[config.mk]
export PLATFORM = sky130hd
export DESIGN_NAME = nrzi_destuff
export DESIGN_NICKNAME = d
export VERILOG_FILES = /design/src/rtl/usb_rx_pkg.sv /design/src/rtl/nrzi_destuff.sv
export SDC_FILE = /design/constraint.sdc
export NUM_CORES = 1
export LEC_CHECK = 0
export ABC_AREA = 1
export BUFFER_PORTS_ARGS = -buffer_cell sky130_fd_sc_hd__clkbuf_2
export CORE_AREA = 4 4 41 43
export DETAILED_ROUTE_END_ITERATION = 12
export DIE_AREA = 0 0 45 47
export HOLD_SLACK_MARGIN = 0.03
export PLACE_DENSITY_LB_ADDON = 0.12
export REMOVE_ABC_BUFFERS = 1
export SLEW_MARGIN = 40
export SYNTH_ARGS = -nofsm -noshare
export SYNTH_HDL_FRONTEND = slang
export SYNTH_SLANG_ARGS = --single-unit
[constraint.sdc]
create_clock -name clk -period 2.2 [get_ports clk]
set_input_delay 0.55 -clock clk [delete_from_list [all_inputs] [get_ports clk]]
set_output_delay 0.55 -clock clk [all_outputs]
set_load 0.02 [all_outputs]
[src/rtl/usb_rx_pkg.sv]
// Shared USB receive-path types: line states, the destuffer state machine
// encoding, default framing constants and the line classifier.
package usb_rx_pkg;

  typedef enum logic [1:0] {
    LS_J   = 2'd0,
    LS_K   = 2'd1,
    LS_SE0 = 2'd2,
    LS_SE1 = 2'd3
  } line_state_t;

  typedef enum logic {
    RUN = 1'b0,
    ERR = 1'b1
  } rx_state_t;

  localparam int DEFAULT_STUFF_LEN = 6;
  localparam int DEFAULT_EOP_LEN   = 2;

  // Single-ended zero/one first; otherwise the differential pair is decided
  // by whether D+ sits at the idle (J) level.
  function automatic line_state_t classify_line(input logic dp,
                                                input logic dm,
                                                input logic idle_level);
    line_state_t ls;
    if (!dp && !dm)             ls = LS_SE0;
    else if (dp && dm)          ls = LS_SE1;
    else if (dp == idle_level)  ls = LS_J;
    else                        ls = LS_K;
    return ls;
  endfunction

endpackage

[src/rtl/nrzi_destuff.sv]
// NRZI decoder with bit de-stuffing, SE0 end-of-packet detection and a
// sticky framing error flag. Everything advances only on shift_enable.
//
// state | meaning
// ------+-----------------------------------------------------------------
// RUN   | decoding active, payload bits emitted on bit_valid
// ERR   | stuff violation or SE1 seen; bits suppressed until the next EOP,
//       | NRZI history and SE0 counting still follow the line
module nrzi_destuff #(
  parameter int   STUFF_LEN  = usb_rx_pkg::DEFAULT_STUFF_LEN,  // 2..15
  parameter int   EOP_LEN    = usb_rx_pkg::DEFAULT_EOP_LEN,    // 1..7
  parameter logic IDLE_LEVEL = 1'b1
) (
  input  logic clk,
  input  logic rst,
  input  logic d_plus,
  input  logic d_minus,
  input  logic shift_enable,
  output logic d_orig,
  output logic bit_valid,
  output logic eop,
  output logic err
);

  import usb_rx_pkg::*;

  localparam int OW = $clog2(STUFF_LEN + 1);
  localparam int EW = $clog2(EOP_LEN + 1);

  localparam logic [OW-1:0] STUFF_TC = OW'(STUFF_LEN);
  localparam logic [EW-1:0] EOP_TC   = EW'(EOP_LEN);

  rx_state_t     state;
  logic          prev_level;
  logic [OW-1:0] ones_cnt;
  logic [EW-1:0] eop_cnt;

  line_state_t   line_state;
  logic          decoded;
  logic [EW-1:0] eop_next;

  // Classify the line and form the NRZI-decoded bit for this sample.
  // eop_cnt is always below EOP_LEN, so the increment cannot overflow.
  always_comb begin
    line_state = classify_line(d_plus, d_minus, IDLE_LEVEL);
    decoded    = (d_plus == prev_level);
    eop_next   = eop_cnt + EW'(1);
  end

  // Decode/destuff state machine; all outputs registered, pulses last one cycle.
  always_ff @(posedge clk or posedge rst) begin
    if (rst) begin
      state      <= RUN;
      prev_level <= IDLE_LEVEL;
      ones_cnt   <= '0;
      eop_cnt    <= '0;
      d_orig     <= 1'b0;
      bit_valid  <= 1'b0;
      eop        <= 1'b0;
      err        <= 1'b0;
    end else begin
      bit_valid <= 1'b0;
      eop       <= 1'b0;
      if (shift_enable) begin
        unique case (line_state)
          LS_SE0: begin
            // Completed EOP re-arms the receiver and clears any error.
            if (eop_next == EOP_TC) begin
              eop        <= 1'b1;
              eop_cnt    <= '0;
              prev_level <= IDLE_LEVEL;
              ones_cnt   <= '0;
              err        <= 1'b0;
              state      <= RUN;
            end else begin
              eop_cnt <= eop_next;
            end
          end
          LS_SE1: begin
            err     <= 1'b1;
            state   <= ERR;
            eop_cnt <= '0;
          end
          default: begin
            // J or K: any partial SE0 run is abandoned, then decode.
            eop_cnt    <= '0;
            prev_level <= d_plus;
            if (ones_cnt == STUFF_TC) begin
              ones_cnt <= '0;
              if (decoded) begin
                err   <= 1'b1;
                state <= ERR;
              end
            end else begin
              ones_cnt <= decoded ? ones_cnt + OW'(1) : '0;
              if (state == RUN) begin
                d_orig    <= decoded;
                bit_valid <= 1'b1;
              end
            end
          end
        endcase
      end
    end
  end

endmodule

-- Word level (Yosys, flattened, before mapping)
Index checks and enable logic that the tools add are counted.
- flip-flop bits (word level): 10
- input port bits: 5
- output and inout port bits: 4
- $add $sub $neg: 2
- equal/unequal tests: 6
- muxes and demuxes: 22
- bitwise logic cells: 4
- reduce and logical (&&, ||, !) cells: 10
- operators by type and width (kind ; count):
    two-way mux 1 bit ; 12
    two-way mux 3 bit ; 3
    two-way mux 2 bit ; 4
    AND reduction 4 bit ; 2
    == test 2 bit (second input constant) ; 3
    one-hot mux 3 bit (2 select lines) ; 1
    nonzero test 3 bit ; 2
    inverter 1 bit ; 4
    one-hot mux 1 bit (2 select lines) ; 2
    adder 3 x 1 -> 3 bit (second input constant) ; 1
    == test 3 bit (second input constant) ; 1
    AND reduction 3 bit ; 1
    adder 2 x 1 -> 2 bit (second input constant) ; 1
    logical AND 1 bit ; 2
    zero test 1 bit ; 2
    inequality test 2 bit (second input constant) ; 1
    OR reduction 2 bit ; 1
    == test 1 bit ; 1

-- Logic depth before layout (Yosys ltp)
Gate-level depths: netlist (run 1).
- depth after elaboration: 7
- gate-level depth with buffers: 9

-- Least setup slack after synthesis (run 1)
OpenSTA, ideal clock, no wires.
- kind: input -> register
- from: in d_plus
- to: reg ones_cnt[2]
- library setup time: 0.113 ns
- data arrival time: 1.165 ns
- slack: 0.922 ns
- stages on the path: 8
- cell sequence: inv_1 ha_1 nand2_1 nand2_2 inv_2 nand2_1 nand2_1 inv_1
- longest elaborated chain between the ends: 6
- elaborated cells between the ends (all ways): 15
- classes of those cells: eq/ne: 4; mux: 6; bitwise: 1; reduce/logical: 4
- RTL lines (what ; line ; text):
    from (decl) ; nrzi_destuff.sv:16 ; input logic d_plus,
    two-way mux 1 bit (tied with other cells) ; usb_rx_pkg.sv:28 ; else if (dp == idle_level) ls = LS_J;
    two-way mux 2 bit / logical AND 1 bit (equally long branches) ; usb_rx_pkg.sv:27, usb_rx_pkg.sv:26 ;
    two-way mux 2 bit ; usb_rx_pkg.sv:26 ; if (!dp && !dm) ls = LS_SE0;
    == test 2 bit ; nrzi_destuff.sv:65 ; unique case (line_state)
    inequality test 2 bit (no line) / inverter 1 bit (equally long branches) ; -- ;
    AND reduction 3 bit (no line) ; -- ;
    to (signal assigned) ; nrzi_destuff.sv:95 ; ones_cnt <= decoded ? ones_cnt + OW'(1) : '0;
    to (decl) ; nrzi_destuff.sv:35 ; logic [OW-1:0] ones_cnt;
Parallel ways exist; a longest one is shown, timed or not.
A chain may end at the register's enable or synchronous reset.

==> results of run 1 <==
[layer usage]
metal  share of wire, %  vias up  GRT usage, %
li1                   -      241             -
met1                 47      198          14.6
met2                 47        9          18.9
met3                5.7        2          3.83
met4               0.90        0          7.02
met5                  0        -             0
[through the flow]
step / cells / hold WS (ns)
final: 99 / 0.238
after floorplan: 72 / 0.389
after CTS: 99 / 0.249
after global routing: 99 / 0.275
after detailed placement: 95 / 0.502
after global placement: 95 / 0.500
[cells in the final DEF (no fill, tap or decap), types with 2 or more instances in the layout]
cell type  count
clkbuf_2       8
o21ai_0        3
dfrtp_1        9
inv_1         12
ha_1           5
clkbuf_4       3
nor2_1         5
nand2_1       25
inv_2          2
nand3_1        4
[synthesized netlist by cell type, drive strengths merged]
master	count
nor3	1
inv	14
nand2	26
a21oi	1
nand3	4
o21ai	4
dfstp	1
dfrtp	9
nor2	6
or2	1
ha	5
[cell families (layout without fill, tap and decap cells)]
| logic type | count (synthesis) | count (layout) | share of synthesized area (%) |
|---|---|---|---|
| AND/OR/NAND/NOR | 38 | 38 | 30.6 |
| buffers and inverters | 14 | 26 | 9.31 |
| flip-flops | 10 | 10 | 44.6 |
| adder cells (fa/ha/maj) | 5 | 5 | 11.1 |
| AO/OA/AOI/OAI | 5 | 5 | 4.43 |
[sequential cells by signal, indices dropped and copies added (netlist names)]
signal,flops
d_orig,1
bit_valid,1
eop,1
state,1
prev_level,1
eop_cnt,2
ones_cnt,3
[power breakdown]
part           switching, mW  total [mW]  internal, mW
combinational         0.0734       0.114        0.0406
clock                 0.0669       0.167         0.100
sequential            0.0212       0.235         0.213
total                  0.162       0.516         0.355
[layout make-up]
class / instances / area (um2) / share of cell area [%]
Multi-Input combinational cell: 48 / 260 / 39.5
Sequential cell: 10 / 251 / 38.1
Inverter: 14 / 52.6 / 7.97
Timing Repair Buffer: 8 / 40.0 / 6.07
Clock buffer: 4 / 36.3 / 5.50
Tap cell: 15 / 18.8 / 2.85
[worst paths after layout]
check / endpoint / cells past startpoint / startpoint / slack (ns)
max in group asynchronous: prev_level / 2 / rst / 1.64
hold / removal: bit_valid / 2 / rst / 0.24
setup reg to reg: d_orig / 6 / ones_cnt[0] / 0.98
hold reg to reg: prev_level / 2 / prev_level / 0.50
setup / recovery: err / 1 / state / 0.79
min in group clk: eop_cnt[1] / 2 / shift_enable / 0.48
==> flow_summary.json, run 1 <==
{
  "wl_um": 999,
  "ys_top_cells_by_area": "dfrtp_1, nand2_1, ha_1, inv_1, dfstp_2",
  "htreeDepth": 1,
  "cap_viol_max_count": 0,
  "cts_resized": 0,
  "cts_tree": "yes",
  "hpwl_um": 800,
  "drc_errors": 0,
  "leakagePower_nw": 0.392,
  "ys_warn_count": 0,
  "yosys.area.top_type_share_pct": 39.9,
  "drive_above_1_share_pct": 21.4,
  "final_nets": 95,
  "max_freq_mhz": 709,
  "drt_iter0_drc": 5,
  "clk_latency_ns": 0.26,
  "crit_buf_inv": 1,
  "final_area_um2": 659,
  "synth_area_leader_cell": "dfrtp_1",
  "setup_viol_count_final": 0,
  "initial_core_util_pct": 43.4,
  "tightest_slew_ns": 0.402,
  "hold_violations": 0,
  "slowest_delay_ns": 0.41,
  "power.density_nw_per_um2": 783,
  "fin_crit_ns": 1.41,
  "synth_seq_cells": 10,
  "slew_violations": 0,
  "cts_sinks": 10,
  "power_mw": 0.516,
  "num_antenna_cells": 0,
  "fin_ws_ns": 0.789,
  "yosysSeqAreaShare_pct": 44.6,
  "synthCells": 72,
  "arrival_ns": 0.86,
  "fin_setup_tns_ns": 0,
  "path_clk_slew_ns": 0.07,
  "rsz0062_at_grt": "no",
  "rows": 13,
  "grt_pass1_vias": 447,
  "drt-pass1-iter-count": 3,
  "crit_slowest_cell": "dfrtp_1",
  "grt_pass1_wl_um": 1790,
  "dr_total_vias": 450,
  "final_util_pct": 50.7,
  "portBuffers": 8,
  "die_x_um": 45,
  "ir_drop_uv": 366,
  "crit_chain": "clkbuf_2",
  "slew_headroom_pct": 73.2,
  "grt_max_degree": 11,
  "antenna_left": 0,
  "die_h_um": 47,
  "cp-end-kind": "output port",
  "ctsHoldBuffers": 0,
  "start_kind": "flip-flop",
  "syn_area_um2": 564,
  "io_pins": 9,
  "hp-class": "in2async",
  "cts_buffers": 3,
  "required_ns": 1.65,
  "status": "completed",
  "nFillCells": 150,
  "core-area_um2": 1300,
  "gp_congestion": 0.780,
  "dieArea_um2": 2120,
  "final.period_utilization_pct": 64.1,
  "cts_post_setup_buffers_inserted": 0,
  "finClkSkew_ns": 0.00100,
  "avgViaCountPerCell": 4.55,
  "overflow": 0,
  "root_buffer": "clkbuf_4",
  "drt-wirelength-per-cell_um": 10.1,
  "critPathTopFamily": "flip-flops",
  "grt_use_total_pct": 12.1,
  "areaGrowthSynthToFinish_pct": 16.9,
  "pre_cts_ws_ns": 0.688,
  "antenna_found_initial": 0,
  "avgSynthCellArea_um2": 7.84,
  "worstPathMaxFanout": 3,
  "path_class": "reg2out",
  "synth.distinct_cells": 15,
  "clock_path_buffers": 2,
  "post_dp_cell_area_um2": 623
}
Power figures use the tool's default switching activity.
==> run 2: changes to the inputs <==
==> constraint.sdc (replaced) <==
create_clock -name clk -period 1.16 [get_ports clk]
set_input_delay 0.29 -clock clk [delete_from_list [all_inputs] [get_ports clk]]
set_output_delay 0.29 -clock clk [all_outputs]
set_load 0.02 [all_outputs]
==> flow_summary.json, run 2 (synthesis results as in run 1) <==
{
  "drt-wirelength-per-cell_um": 9.93,
  "drc_errors": 0,
  "cts_tree": "yes",
  "final.period_utilization_pct": 98.6,
  "largest_register": "ones_cnt",
  "power_mw": 1.02,
  "largest_reg_flops": 3,
  "root_buffer": "clkbuf_4",
  "setup_viol_count_final": 0,
  "drive_above_1_share_pct": 33.3,
  "initial_core_util_pct": 43.4,
  "crit_path_frequent_cell": "nand2_1",
  "critPathTopFamily": "flip-flops",
  "gp_congestion": 0.739,
  "slowest_delay_ns": 0.40,
  "crit_chain": "buf_4 -> ha_2 -> nand2_1 -> inv_1 -> nor2_1 -> nand2_1 -> nand2_1 -> nand2_1 -> inv_1",
  "arrival_ns": 1.35,
  "slew_headroom_pct": 73.0,
  "required_ns": 1.37,
  "finClkSkew_ns": 0.00338,
  "crit_start": "ones_cnt[0]",
  "num_antenna_cells": 0,
  "slew_violations": 0,
  "htreeDepth": 1,
  "crit_buf_inv": 3,
  "hp-class": "in2reg",
  "cap_viol_max_count": 0,
  "areaGrowthSynthToFinish_pct": 31.5,
  "drt_iter0_drc": 1,
  "path_class": "reg2reg",
  "path_clk_slew_ns": 0.07,
  "dp_cells": 101,
  "leakagePower_nw": 0.431,
  "worstPathMaxFanout": 3,
  "tightest_slew_ns": 0.405,
  "hold_violations": 0,
  "dr_total_vias": 482,
  "pre_cts_ws_ns": -0.0782,
  "clk_latency_ns": 0.26,
  "final_nets": 104,
  "avgViaCountPerCell": 4.46,
  "grt_use_total_pct": 13.4,
  "max_freq_mhz": 874,
  "grt_max_degree": 11,
  "hpwl_um": 868,
  "core-area_um2": 1300,
  "fin_setup_tns_ns": 0,
  "rows": 13,
  "fin_cells": 108,
  "grt_pass1_vias": 439,
  "reg.largest.list": "ones_cnt: 3 flops, eop_cnt: 2 flops",
  "min_from": "shift_enable",
  "final_common_cell": "nand2_1",
  "grt_pass1_wl_um": 1920,
  "ir_drop_uv": 615,
  "status": "completed",
  "die_h_um": 47,
  "crit_slowest_cell": "dfrtp_1",
  "final_cell_mix": "nand2_1, inv_1, dfrtp_1",
  "io_pins": 9,
  "wl_um": 1070,
  "clock_path_buffers": 2,
  "fin_crit_ns": 1.14,
  "cp-end-kind": "flip-flop",
  "dieArea_um2": 2120,
  "drt-pass1-iter-count": 4,
  "die_x_um": 45,
  "nFillCells": 140,
  "antenna_found_initial": 0,
  "antenna_left": 0,
  "power.density_nw_per_um2": 1380,
  "rsz0062_at_grt": "yes",
  "cts_buffers": 3,
  "cts_sinks": 10,
  "start_kind": "flip-flop",
  "r2r-start": "ones_cnt[0]",
  "overflow": 0,
  "portBuffers": 8,
  "fin_ws_ns": 0.0161
}
run 2: cell types whose count changed in the layout (fill, tap and decap cells not counted):
| cell | previous run | this run |
|---|---|---|
| buf_4 | 0 | 8 |
| dlygate4sd3_1 | 0 | 1 |
| ha_1 | 5 | 3 |
| ha_2 | 0 | 2 |
| nand2_1 | 25 | 22 |
| nand2_2 | 1 | 4 |
run 2: cell type report:
class | instances | area [um2] | area share [%]
Clock buffer | 4 | 36.3 | 4.89
Inverter | 14 | 52.6 | 7.08
Multi-Input combinational cell | 48 | 273 | 36.8
Sequential cell | 10 | 251 | 33.9
Tap cell | 15 | 18.8 | 2.53
Timing Repair Buffer | 17 | 110 | 14.8
run 2: timing repair:
action,in CTS,in global routing
setup endpoints to repair,2,7
pin swaps,0,4
setup buffers,1,1
gates resized for setup,3,2
endpoints found under the hold margin,9,0
hold buffers,1,0
run 2: power by group:
group | leakage [nW] | switching (mW) | total, mW | internal, mW
registers | 0.129 | 0.0315 | 0.436 | 0.405
clock network | 0.0210 | 0.128 | 0.318 | 0.190
logic | 0.282 | 0.155 | 0.267 | 0.112
total | 0.431 | 0.314 | 1.02 | 0.707
run 2: final timing paths:
path	end	slack [ns]	cells after the start
min reg2reg	prev_level	0.51	2
max in group asynchronous	prev_level	0.31	3
max reg2reg	ones_cnt[2]	0.02	9
min	eop_cnt[1]	0.23	2
min in group asynchronous	bit_valid	0.53	3
max	ones_cnt[2]	0.02	9
run 2: layer usage:
layer	routed length [um]	part of all wire, %	global-route usage (%)
met1	502	47	15.7
met2	497	46	21.8
met3	56	5.2	3.45
met4	15	1.4	8.77
met5	0	0	0
run 2: per-stage QoR:
stage / cell area, um2 / util [%] / hold slack (ns)
after floorplan: 564 / - / 0.129
after global placement: 668 / 51.3 / 0.268
after detailed placement: 668 / 51.3 / 0.278
after CTS: 729 / 56.1 / 0.236
after global routing: 742 / 57.0 / 0.232
final: 742 / 57.0 / 0.234
